### src/rtl/riscv_pkg.sv
// Shared definitions for the RISC-V core: pipeline-control state encoding and
// the register-index width used by ID, the register file and hazard logic.
package riscv_pkg;

  localparam int REGFILE_COUNT = 32;
  localparam int REG_ADDR_W    = $clog2(REGFILE_COUNT);

  typedef enum logic [0:0] {
    PS_RUN     = 1'b0,
    PS_MC_WAIT = 1'b1
  } pipe_state_e;

endpackage

### src/rtl/riscv_hazard_cmp.sv
// Combinational source/destination comparator: flags a load in EX whose rd is
// read by the instruction in ID. Index 0 is hard-wired zero and never matches.
module riscv_hazard_cmp #(
  parameter int RA = 5
) (
  input  logic          id_valid_i,
  input  logic [RA-1:0] id_rs0_i,
  input  logic [RA-1:0] id_rs1_i,
  input  logic          id_uses_rs0_i,
  input  logic          id_uses_rs1_i,
  input  logic          ex_valid_i,
  input  logic          ex_is_load_i,
  input  logic          ex_writes_rd_i,
  input  logic [RA-1:0] ex_rd_i,
  output logic          load_use_o
);

  logic rd_live;
  logic rs0_hit;
  logic rs1_hit;

  assign rd_live    = ex_valid_i & ex_writes_rd_i & (ex_rd_i != '0);
  assign rs0_hit    = id_uses_rs0_i & (id_rs0_i == ex_rd_i);
  assign rs1_hit    = id_uses_rs1_i & (id_rs1_i == ex_rd_i);
  assign load_use_o = id_valid_i & ex_is_load_i & rd_live & (rs0_hit | rs1_hit);

endmodule

### src/rtl/riscv_pipe_ctrl.sv
// Pipeline control for the 5-stage core: load-use bubbles, branch flushes,
// multi-cycle EX hold tracking, and saturating stall/flush event counters.
module riscv_pipe_ctrl
  import riscv_pkg::*;
#(
  parameter int REGFILE_COUNT = 32,
  parameter int WORD_SIZE     = 32,
  parameter int MC_LATENCY    = 4,
  localparam int RA           = $clog2(REGFILE_COUNT)
) (
  input  logic                 clk_i,
  input  logic                 rst_i,
  input  logic                 id_valid_i,
  input  logic [RA-1:0]        id_rs0_i,
  input  logic [RA-1:0]        id_rs1_i,
  input  logic                 id_uses_rs0_i,
  input  logic                 id_uses_rs1_i,
  input  logic                 ex_valid_i,
  input  logic                 ex_is_load_i,
  input  logic                 ex_writes_rd_i,
  input  logic [RA-1:0]        ex_rd_i,
  input  logic                 ex_mc_start_i,
  input  logic                 ex_branch_taken_i,
  output logic                 stall_if_o,
  output logic                 stall_id_o,
  output logic                 bubble_ex_o,
  output logic                 ex_hold_o,
  output logic                 flush_if_o,
  output logic                 flush_id_o,
  output logic [WORD_SIZE-1:0] stall_cnt_o,
  output logic [WORD_SIZE-1:0] flush_cnt_o
);

  localparam int MCW = $clog2(MC_LATENCY);
  // Start cycle counts as the first EX cycle, so WAIT covers the remaining LATENCY-1.
  localparam logic [MCW-1:0] MC_INIT = MCW'(MC_LATENCY - 2);

  pipe_state_e          state_q, state_d;
  logic [MCW-1:0]       mc_cnt_q, mc_cnt_d;
  logic [WORD_SIZE-1:0] stall_cnt_q, stall_cnt_d;
  logic [WORD_SIZE-1:0] flush_cnt_q, flush_cnt_d;
  logic                 load_use;
  logic                 redirect;

  riscv_hazard_cmp #(
    .RA(RA)
  ) u_hazard_cmp (
    .id_valid_i    (id_valid_i),
    .id_rs0_i      (id_rs0_i),
    .id_rs1_i      (id_rs1_i),
    .id_uses_rs0_i (id_uses_rs0_i),
    .id_uses_rs1_i (id_uses_rs1_i),
    .ex_valid_i    (ex_valid_i),
    .ex_is_load_i  (ex_is_load_i),
    .ex_writes_rd_i(ex_writes_rd_i),
    .ex_rd_i       (ex_rd_i),
    .load_use_o    (load_use)
  );

  always_comb begin
    state_d     = state_q;
    mc_cnt_d    = mc_cnt_q;
    stall_if_o  = 1'b0;
    stall_id_o  = 1'b0;
    bubble_ex_o = 1'b0;
    ex_hold_o   = 1'b0;
    flush_if_o  = 1'b0;
    flush_id_o  = 1'b0;
    redirect    = 1'b0;

    if (rst_i) begin
      // Keep wrong-path state out of the pipe while reset is held.
      flush_if_o = 1'b1;
      flush_id_o = 1'b1;
    end else begin
      unique case (state_q)
        PS_RUN: begin
          if (ex_branch_taken_i) begin
            flush_if_o = 1'b1;
            flush_id_o = 1'b1;
            redirect   = 1'b1;
          end else if (load_use) begin
            stall_if_o  = 1'b1;
            stall_id_o  = 1'b1;
            bubble_ex_o = 1'b1;
          end else if (ex_mc_start_i) begin
            stall_if_o = 1'b1;
            stall_id_o = 1'b1;
            ex_hold_o  = 1'b1;
            state_d    = PS_MC_WAIT;
            mc_cnt_d   = MC_INIT;
          end
        end
        PS_MC_WAIT: begin
          stall_if_o = 1'b1;
          stall_id_o = 1'b1;
          ex_hold_o  = 1'b1;
          if (mc_cnt_q == '0) begin
            state_d = PS_RUN;
          end else begin
            mc_cnt_d = mc_cnt_q - 1'b1;
          end
        end
        default: state_d = PS_RUN;
      endcase
    end
  end

  always_comb begin
    stall_cnt_d = stall_cnt_q;
    flush_cnt_d = flush_cnt_q;
    if (stall_id_o && (stall_cnt_q != '1)) begin
      stall_cnt_d = stall_cnt_q + 1'b1;
    end
    if (redirect && (flush_cnt_q != '1)) begin
      flush_cnt_d = flush_cnt_q + 1'b1;
    end
  end

  always_ff @(posedge clk_i) begin
    if (rst_i) begin
      state_q     <= PS_RUN;
      mc_cnt_q    <= '0;
      stall_cnt_q <= '0;
      flush_cnt_q <= '0;
    end else begin
      state_q     <= state_d;
      mc_cnt_q    <= mc_cnt_d;
      stall_cnt_q <= stall_cnt_d;
      flush_cnt_q <= flush_cnt_d;
    end
  end

  assign stall_cnt_o = stall_cnt_q;
  assign flush_cnt_o = flush_cnt_q;

endmodule

### config.mk
export PLATFORM = sky130hd
export DESIGN_NAME = riscv_pipe_ctrl
export DESIGN_NICKNAME = d
export VERILOG_FILES = /design/src/rtl/riscv_pkg.sv /design/src/rtl/riscv_hazard_cmp.sv /design/src/rtl/riscv_pipe_ctrl.sv
export SDC_FILE = /design/constraint.sdc
export NUM_CORES = 1
export LEC_CHECK = 0
export ABC_CLOCK_PERIOD_IN_PS = 3600
export BUFFER_PORTS_ARGS = -buffer_cell sky130_fd_sc_hd__clkbuf_2
export CAP_MARGIN = 20
export CORE_MARGIN = 2
export CORE_UTILIZATION = 40
export CTS_CLUSTER_DIAMETER = 200
export DETAILED_ROUTE_END_ITERATION = 10
export PLACE_DENSITY = 0.71
export SETUP_SLACK_MARGIN = 0.3
export SYNTH_ARGS = -nofsm -noshare
export SYNTH_HDL_FRONTEND = slang
export SYNTH_SLANG_ARGS = --single-unit
### constraint.sdc
create_clock -name clk_i -period 3.6 [get_ports clk_i]
set_clock_uncertainty 0.05 [all_clocks]
set_input_delay 0.72 -clock clk_i [delete_from_list [all_inputs] [get_ports clk_i]]
set_output_delay 0.72 -clock clk_i [all_outputs]
set_load 0.02 [all_outputs]
* After elaboration in Yosys (flattened, before gate mapping)
Cells that the tools add are included.
** Word-level totals
- Bits in registers :: 67
- Latch bits :: 0
- Memory bits (writable) :: 0
- ROM bits :: 0
- Output and inout port bits :: 70
- Word-level logic and storage cells :: 53
- Memories kept :: 0
** Cells by class
- $add $sub $neg :: 3
- Multiply operators :: 0
- Div/mod/pow operators :: 0
- Magnitude comparators :: 0
- Equality and inequality tests :: 8
- Shift-type cells :: 0
- Mux-type cells :: 24
- Bitwise gates (word level) :: 9
- Reduce and logical (&&, ||, !) cells :: 5
** Operator list (number)
- $add 32x1->32 const B :: 2
- $ne 32x32->1 const B :: 2
- $mux 1 :: 16
- $eq 5x5->1 :: 2
- $mux 2 :: 4
- $ne 2x2->1 const B :: 4
- $and 1x1->1 :: 7
- $pmux 1 s2 :: 3
- $reduce_bool 5->1 :: 1
- $pmux 2 s2 :: 1
- $reduce_and 4->1 :: 1
- $logic_and 1x1->1 :: 2
- $logic_not 2->1 :: 1
- $sub 2x1->2 const B :: 1
- $not 1->1 :: 1
- $or 1x1->1 :: 1

* Longest topological paths before layout
Gate-level depths: netlist (run 1).
- Word-level depth :: 9
- Gate-level depth with buffers :: 9

* Modules after synthesis
From an unflattened synthesis (run 1), not the netlist that was laid out.
** Unflattened totals
- Cells, all modules :: 449
- Area, all modules :: 3621.0 um^2
** Modules (own cells, without submodules)
- riscv_pipe_ctrl :: times used 1, cells an instance 431, area each 3480.8 um^2
- riscv_hazard_cmp :: times used 1, cells an instance 18, area each 140.1 um^2

* Worst setup path before layout (run 1)
Ideal clock, no wire load.
- Path kind :: input -> output
- Start point :: in ex_rd_i[2]
- End point :: out stall_if_o
- Arrival time :: 1864 ps
- Required time :: 2830 ps
- Slack :: 966 ps
- Cell stages on the path :: 6
- Path through :: xnor2_1 > nand4_1 > o22ai_1 > nand2_1 > a21oi_1 > buf_4
** On the way
- Longest elaborated chain between the ends :: 8
** RTL lines
- start, declared :: line riscv_pipe_ctrl.sv:21 : input logic [RA-1:0] ex_rd_i,
- $eq 5x5->1, or another cell as far along :: line riscv_hazard_cmp.sv:23 : assign rs0_hit = id_uses_rs0_i & (id_rs0_i == ex_rd_i);
- $and 1x1->1 (on tied branches) :: line riscv_hazard_cmp.sv:23, riscv_hazard_cmp.sv:22, riscv_hazard_cmp.sv:24
- $or 1x1->1 or $and 1x1->1 (tied branches) :: line riscv_hazard_cmp.sv:25 : assign load_use_o = id_valid_i & ex_is_load_i & rd_live & (rs0_hit | rs1_hit);
- $and 1x1->1 * :: line riscv_hazard_cmp.sv:25
- $mux 1 * (2 in series)
- $pmux 1 s2 *
- $mux 1 *
- end, declared :: line riscv_pipe_ctrl.sv:24 : output logic stall_if_o,
Every way passes the cells marked *; elsewhere a longest branch is shown, timed or not.

* Worst setup path after layout (run 1)
- Start point :: in ex_rd_i[4]
- End point :: out ex_hold_o
** On the way
- Longest elaborated chain between the ends :: 8
** RTL lines
- $eq 5x5->1, or another cell as far along :: line riscv_hazard_cmp.sv:23
- $and 1x1->1 (on tied branches) :: line riscv_hazard_cmp.sv:23, riscv_hazard_cmp.sv:22, riscv_hazard_cmp.sv:24
- $or 1x1->1 or $and 1x1->1 (tied branches) :: line riscv_hazard_cmp.sv:25
- $and 1x1->1 * :: line riscv_hazard_cmp.sv:25
- $mux 1 * :: line riscv_pipe_ctrl.sv:82 : end else if (load_use) begin
- $mux 1 * :: line riscv_pipe_ctrl.sv:78 : if (ex_branch_taken_i) begin
- $pmux 1 s2 * :: line riscv_pipe_ctrl.sv:76 : unique case (state_q)
- $mux 1 * :: line riscv_pipe_ctrl.sv:71 : if (rst_i) begin
- end, declared :: line riscv_pipe_ctrl.sv:27 : output logic ex_hold_o,
Marks and branches as above.

==> results of run 1 <==
-- layout make-up --
type	count	area share [%]
Clock buffer	10	3.22
Clock inverter	6	2.64
Inverter	6	0.528
Multi-Input combinational cell	325	47.1
Sequential cell	67	31.4
Tap cell	108	3.17
Timing Repair Buffer	99	11.9
-- per-layer routing --
metal	up-vias	global-route usage, %	routed length (microns)
li1	1708	-	-
met1	1581	24.1	4110
met2	85	27.9	4010
met3	7	5.11	475
met4	0	5.13	87
met5	-	0	0
-- logic make-up after synthesis --
family	count (synthesis)	synth area share [%]
buf+inv	26	3.77
simple gates	203	32.8
flops	67	38.5
xor+xnor	41	10.3
compound gates	74	12.2
mux	4	1.26
fa+ha+maj	3	1.08
-- final timing paths --
path | endpoint
hold reg to reg | mc_cnt_q[0]$_SDFFE_PP0P_
hold / removal | mc_cnt_q[0]$_SDFFE_PP0P_
setup reg to reg | flush_cnt_o[1]$_SDFFE_PP0P_
setup / recovery | ex_hold_o
-- cells in the final DEF, fill, tap and decap left out, drive strengths merged, types with 17 or more instances in the layout --
cell	n
clkbuf	104
dfxtp	67
nor2	47
a21oi	32
nand3	31
nand4	28
nand2	25
xor2	24
o21ai	20
or3	19
xnor2	17
-- critical path, delay by kind of cell --
kind | cells | cell delay [ns]
xor gates and xnor gates | 1 | 0.18
buffers and inverters | 2 | 0.28
and+or+nand+nor | 3 | 0.33
AOI/OAI and AO/OA | 2 | 0.53
-- state kept, by name, summed over array words and instances (netlist names) --
signal and flops:
state_q 1, stall_cnt_o 32, flush_cnt_o 32, mc_cnt_q 2
-- per-stage QoR --
step,instance area (sq um),util (%),instances,setup WS [ns]
after global routing,4270,49.7,621,0.624
after CTS,4270,49.7,621,0.770
after detailed placement,4020,46.8,605,0.783
after global placement,4020,46.8,605,0.821
after floorplan,3480,-,418,0.966
final,4270,49.7,621,0.794
-- where the power goes --
part / switching [mW] / leakage [nW] / total [mW] / internal, mW
Clock: 0.307 / 0.126 / 0.787 / 0.480
Combinational: 0.0589 / 0.936 / 0.0961 / 0.0372
Sequential: 0.00710 / 0.540 / 0.753 / 0.746
Total: 0.373 / 1.60 / 1.64 / 1.26
==> results.tsv, run 1 <==
metric	value	unit
critPathMaxStageDelay	0.34	ns
ys_seq_area_share	38.5	%
ys_warn_count	0	
r2r_setup_slack	1.09	ns
status	finished, final reports clean	
fillers	884	
p_total	1.64	mW
yosysMostFrequentCell	dfxtp_1	
antenna_found_initial	0	
hpwl	6.09	mm
grt_max_degree	39	
rows	34	
critPathCaptureType	output port	
clk_latency	0.34	ns
slowest_stage	a31oi_1	
async_flop_share	0	%
io_buffers	94	
cts_tree	built	
finalNetCount	536	
die_h	97.3	microns
drt-pass1-iter-count	4	
crit_start	ex_rd_i[4]	
path_max_fanout	4	
r2r_cells	7	
grt_setup_unrepaired	no	
pwr_density_cell	383	nW/um^2
fin_crit_sh	78.0	%
cts_buffer_depth	2	
drt_iter0_drc	176	
detail-route-antenna-nets	0	
vias_per_cell	5.44	
ioPinCount	95	
slew_headroom	57.7	%
period_needed	2.81	ns
critPathLaunchType	input port	
synth_top_area_share	38.5	%
drive_above_1_share	25.5	%
yosysUniqueCellTypes	51	
post_cts_resize_count	0	
synth_commonest_cells	67 x dfxtp_1, 47 x nor2_1, 32 x a21oi_1	
multiInputGateArea	2010	sq um
crit_chain	clkbuf_2 -> xnor2_1 -> nand4_1 -> o22ai_1 -> nand2_1 -> a31oi_1 -> nor2_1 -> clkbuf_2	
design.die.area	9470	sq um
synth_area_leaders	dfxtp_1 39%, xor2_1 6.0%, nor2_1 5.1%, nand4_1 4.8%, a21oi_1 4.6%	
core	8590	sq um
syn-num-nets	446	
post-route-drc-count	0	
drt-total-wl	8.68	mm
hold_class	register to register	
max_freq	0.356	GHz
setup_tns	0	ns
vias	3381	
maxSlewViolCount	0	
irDropWorstVdd	0.164	mV
tightestPinTransition	0.629	ns
syn_area	3480	sq um
grt.total_usage	17.8	%
hold_ws	0.430	ns
max_cap_violations	0	
wire_per_inst	14.0	microns
hold_buffers	0	
diodes	0	
cts.sinks	67	
min_delay_path_depth	2	
grt_overflow_total	0	
htreeDepth	3	
setup_viol	0	
critPathArrivalTime	2.04	ns
min-delay-start	mc_cnt_q[0]$_SDFFE_PP0P_	
die_w	97.3	microns
post_cts_buffers	0	
synth-main-ff-cell	dfxtp_1	
area_growth	22.5	%
rr_startpoint	flush_cnt_o[0]$_SDFFE_PP0P_	
regArea	1340	sq um
initial_core_util	40.5	%
required	2.83	ns
cts_buffers	9	
synth_edf_count	0	
place_congestion	0.804	
synth_area_leader_cell	dfxtp_1	
leakage	1.60	nW
synth_seq_cells	67	
cts.clk_slew.worst_paths	0.07	ns
timing_hold_violations_final	0	
syn_area_per_cell	8.33	sq um
cp_common_cell	clkbuf_2	
crit_type	input port to output port	
synthCells	418	
grt_pass1_wl	14.2	mm
cts-root-buf	clkbuf_8	
grt_pass1_vias	3041	
(Power assumes the default switching activity.)
==> inputs of run 2 (changes only) <==
- ABC_AREA: not set -> 1
- ABC_CLOCK_PERIOD_IN_PS: 3600 -> 2700
- PLACE_DENSITY: 0.71 -> 0.69
- clock period: 3.6 -> 2.7 ns (I/O delays scaled with it)
==> run 2 against run 1 <==
Synthesized area up 29%. Global-route usage grew 3.8 points. Worst hold slack got worse by 0.018 ns. Register-to-register slack worse by 0.52 ns. Worst setup slack worse by 0.34 ns. First-iteration DRC count rose by 130%. Sequential share of layout area shrank 5.8 points. Total power up 23%. Critical path type unchanged. Largest power group is now sequential cells. Highest routed layer unchanged.
==> results.tsv, run 2 <==
metric	value	unit
final_core_util	48.1	%
path_max_fanout	4	
grt_pass1_wl	20.6	mm
cts_tree	built	
yosysUniqueCellTypes	29	
core	10900	sq um
cts.sinks	67	
critPathLaunchType	input port	
critPathCaptureType	output port	
synth_area_leader_cell	dfxtp_1	
synth_top_area_share	29.9	%
post_cts_buffers	0	
detail-route-antenna-nets	0	
diodes	0	
drt-pass1-iter-count	5	
cts.clk_slew.worst_paths	0.07	ns
cts-root-buf	clkbuf_8	
hold_class	register to register	
slowest_stage	a21oi_1	
critPathArrivalTime	1.66	ns
synth_edf_count	0	
cp_common_cell	nand2_1	
mostFrequentLayoutCells	274 x nand2_1, 107 x nor2_1, 94 x clkbuf_2	
syn_area_per_cell	6.07	sq um
maxSlewViolCount	0	
cts_buffers	9	
synth_commonest_cells	274 x nand2_1, 107 x nor2_1, 67 x dfxtp_1	
io_buffers	94	
antenna_found_initial	0	
design.die.area	12100	sq um
synth_area_leaders	dfxtp_1 30%, nand2_1 23%, nor2_1 8.9%, a21oi_1 6.2%, nand4_1 5.4%	
post-route-drc-count	0	
grt_max_degree	47	
htreeDepth	3	
crit_chain	clkbuf_2 -> inv_1 -> nand2_1 -> nand2_1 -> nor2_1 -> nand3_1 -> nand2_1 -> nand2_1 -> a21oi_1 -> clkbuf_2	
drt_iter0_drc	405	
vias_per_cell	5.04	
grt_overflow_total	0	
ioPinCount	95	
clk_latency	0.37	ns
drive_above_1_share	15.4	%
rows	38	
pwr_density_cell	384	nW/um^2
leakage	2.17	nW
syn_area	4490	sq um
vias	4896	
required	2.11	ns
timing_hold_violations_final	0	
synth-main-ff-cell	dfxtp_1	
p_total	2.01	mW
grt.total_usage	21.6	%
setup_viol	0	
async_flop_share	0	%
hpwl	9.37	mm
tightestPinTransition	0.519	ns
ys_warn_count	0	
period_needed	2.25	ns
grt_pass1_vias	4299	
die_h	110	microns
place_congestion	0.912	
area_growth	16.6	%
die_w	110	microns
critPathMaxStageDelay	0.24	ns
max_cap_violations	0	
status	finished, final reports clean	
synthCells	739	
cts_buffer_depth	2	
irDropWorstVdd	0.195	mV
drt-total-wl	12.8	mm
yosysMostFrequentCell	nand2_1	
grt_setup_unrepaired	no	
crit_type	input port to output port	
syn-num-nets	767	
synth_seq_cells	67	
final_common_cell	nand2_1	
max_freq	0.444	GHz
wire_per_inst	13.2	microns
initial_core_util	41.2	%
ys_seq_area_share	29.9	%
finalNetCount	855	
setup_tns	0	ns
fin_crit_sh	83.3	%
slew_headroom	65.4	%
## run 2: cells by family (layout without fill, tap and decap cells)
| family | after synthesis | in the layout | share of synthesized area [%] |
|---|---|---|---|
| buffers and inverters | 82 | 175 | 8.64 |
| AND/OR/NAND/NOR | 491 | 491 | 47.2 |
| AO/OA/AOI/OAI | 64 | 64 | 7.19 |
| XOR/XNOR | 32 | 32 | 6.24 |
| adder cells (fa/ha/maj) | 3 | 3 | 0.836 |
| flip-flops | 67 | 67 | 29.9 |
## run 2: per-stage QoR
| stage | std cells | hold WS [ns] | area, sq um | worst slack, ns |
|---|---|---|---|---|
| after global placement | 956 | 0.397 | 5040 | 0.420 |
| after detailed placement | 956 | 0.411 | 5040 | 0.419 |
| final | 972 | 0.412 | 5230 | 0.450 |
| after global routing | 972 | 0.435 | 5230 | 0.307 |
| after floorplan | 739 | 0.384 | 4490 | 0.535 |
| after CTS | 972 | 0.420 | 5230 | 0.416 |
## run 2: cell type report
type	count	area, sq um
inverter	56	210
sequential	67	1340
clock buffer	15	186
clock inverter	1	5.00
multi-input combinational	590	2760
tap	140	175
fill	1183	5660
timing repair buffer	103	551
## run 2: worst max-delay path: cells and delay by family
kind	cells	cell delay (ns)
AND/OR/NAND/NOR	6	0.47
buffers and inverters	3	0.40
AO/OA/AOI/OAI	1	0.24
## run 2: timing repair
item | 4_1_cts | 5_1_grt
setup endpoints to repair | 0 | 22
hold buffers | 0 | 0
resized for setup | 0 | 1
## run 2: path summary, 6_finish.rpt
path,start,to,slack (ns),cells past startpoint
worst min register to register,mc_cnt_q[1]$_SDFFE_PP0P_,mc_cnt_q[1]$_SDFFE_PP0P_,0.41,2
worst min-delay path,mc_cnt_q[1]$_SDFFE_PP0P_,mc_cnt_q[1]$_SDFFE_PP0P_,0.41,2
worst max register to register,stall_cnt_o[0]$_SDFFE_PP0P_,stall_cnt_o[30]$_SDFFE_PP0P_,0.57,10
worst max-delay path,ex_rd_i[1],stall_id_o,0.45,10
## run 2: power breakdown
group          internal, mW  switching, mW
Combinational        0.0546          0.125
Sequential            0.995        0.00748
Clock                 0.434          0.394
## run 2: layer usage
layer | up-vias | routed length (microns) | global-route usage (%)
li1 | 2543 | - | -
met5 | - | 0 | 0
met3 | 19 | 763 | 3.56
met2 | 148 | 5560 | 33.4
met1 | 2186 | 6200 | 29.9
met4 | 0 | 267 | 8.68
==> inputs of run 3 (changes only) <==
- ABC_CLOCK_PERIOD_IN_PS: 2700 -> 2300
- clock period: 2.7 -> 2.3 ns (I/O delays scaled with it)
==> run 3 against run 2 <==
Combinational power increased by 45%. Largest cell class unchanged. Utilization is 2.8 points higher. Sequential share of layout area shrank 1.3 points. Worst hold slack worse by 0.0011 ns. Final area grew 5.8%. Total power grew 19%. Cell count grew 0.93%. First-iteration DRC count grew 4.4%. Sequential power is 18% higher. Critical path depth stayed put.
==> results.tsv, run 3 (synthesis gave the netlist of run 2 again) <==
metric	value	unit
clockPowerShare	39.8	%
clk_latency	0.35	ns
area_growth	23.4	%
stdcell_area	5540	sq um
p_int	1.77	mW
vias	4911	
pwr_density_cell	431	nW/um^2
drt-total-wl	12.5	mm
fin_crit_sh	87.2	%
die_w	110	microns
grt_pass1_wl	19.9	mm
setup_viol	0	
grt_use_met2	32.6	%
cts_buffers	9	
finalNetCount	866	
max_cap_violations	0	
setup_tns	0	ns
hpwl	9.24	mm
fin_cells	981	
hold_buffers	0	
design.die.area	12100	sq um
dp.cells	961	
cts_tree	built	
switching_share	26.1	%
grt_overflow_total	0	
drive_above_1_share	19.9	%
grt_pass1_vias	4233	
busiest_layer	met2	
power_frac_seq	49.3	%
hold_class	register to register	
grt.total_usage	20.8	%
slew_headroom	71.1	%
placed_area	5080	sq um
critPathCaptureType	output port	
cts.clk_slew.worst_paths	0.07	ns
grt_util_met1	28.3	%
vias_per_cell	5.01	
htreeDepth	3	
required	1.79	ns
grt_max_degree	35	
maxSlewViolCount	0	
critPathLaunchType	input port	
timing_hold_violations_final	0	
status	finished, final reports clean	
rows	38	
cts_buffer_depth	2	
period_needed	2.00	ns
io_buffers	94	
max_freq	0.499	GHz
die_h	110	microns
met3_usage	5.22	%
place_congestion	0.902	
critPathArrivalTime	1.49	ns
path_max_fanout	3	
grt_setup_unrepaired	yes	
core	10900	sq um
wire_per_inst	12.8	microns
antenna_found_initial	0	
drt-pass1-iter-count	5	
drt_iter0_drc	423	
irDropWorstVdd	0.304	mV
mostFrequentLayoutCells	266 x nand2_1, 102 x nor2_1, 82 x clkbuf_2	
final_common_cell	nand2_1	
diodes	0	
leakage	2.26	nW
cts.sinks	67	
cts-root-buf	clkbuf_8	
initial_core_util	41.2	%
pre_cts_slack	0.132	ns
detail-route-antenna-nets	0	
crit_type	input port to output port	
setup_slack	0.295	ns
ioPinCount	95	
pwr-share-comb	10.9	%
power.switching	622	uW
post-route-drc-count	0	
tightestPinTransition	0.430	ns
run 3: changes by cell type in the layout (fill, tap and decap cells not counted), sizes merged:
cell,before,now
clkinv,1,0
clkbuf,109,95
clkinvlp,0,1
buf,9,32
run 3: critical path: stages:
cell	delay [ns]
clkbuf_2	0.09
inv_1	0.03
nand2_1	0.05
nand2_1	0.06
nor2_1	0.12
nand3_1	0.10
nand2_2	0.14
nand3_2	0.13
nor3_2	0.14
buf_4	0.17
run 3: worst paths after layout:
check,start,to,slack [ns],cells after the start
setup / recovery,id_rs0_i[2],bubble_ex_o,0.30,10
setup reg to reg,stall_cnt_o[1]$_SDFFE_PP0P_,stall_cnt_o[3]$_SDFFE_PP0P_,0.44,9
hold reg to reg,mc_cnt_q[1]$_SDFFE_PP0P_,mc_cnt_q[1]$_SDFFE_PP0P_,0.41,2
hold / removal,mc_cnt_q[1]$_SDFFE_PP0P_,mc_cnt_q[1]$_SDFFE_PP0P_,0.41,2
run 3: final cells by class:
cell class / instances / area (sq um)
clock inverter: 1 / 7.51
fill: 1140 / 5350
inverter: 56 / 220
clock buffer: 13 / 179
timing repair buffer: 114 / 751
sequential: 67 / 1350
multi-input combinational: 590 / 2860
tap: 140 / 175
run 3: metrics by stage:
stage / util, % / hold WS [ns] / total power [mW]
4_1_cts: 49.0 / 0.417 / 2.38
2_1_floorplan: - / 0.384 / 1.35
3_3_place_gp: 46.6 / 0.400 / 1.42
3_5_place_dp: 46.6 / 0.407 / 1.42
5_1_grt: 50.9 / 0.436 / 2.49
6_report: 50.9 / 0.411 / 2.39
run 3: what timing repair did:
action | in CTS | in global routing
gates resized for setup | 17 | 52
pin swaps | 9 | 19
setup buffers | 0 | 6
endpoints found under the setup margin | 36 | 66
run 3: metal layers:
layer / wire length [microns] / up-vias
met4: 116 / 0
met1: 5910 / 2176
li1: - / 2570
met2: 5660 / 153
met3: 857 / 12
met5: 0 / -
run 3: power groups by stage:
stage / Combinational [mW] / Clock, mW / Sequential, mW
floorplan: 0.146 / 0 / 1.21
global placement: 0.218 / 0 / 1.20
detailed placement: 0.218 / 0 / 1.20
CTS: 0.229 / 0.976 / 1.18
global route: 0.287 / 1.02 / 1.18
finish: 0.261 / 0.949 / 1.18
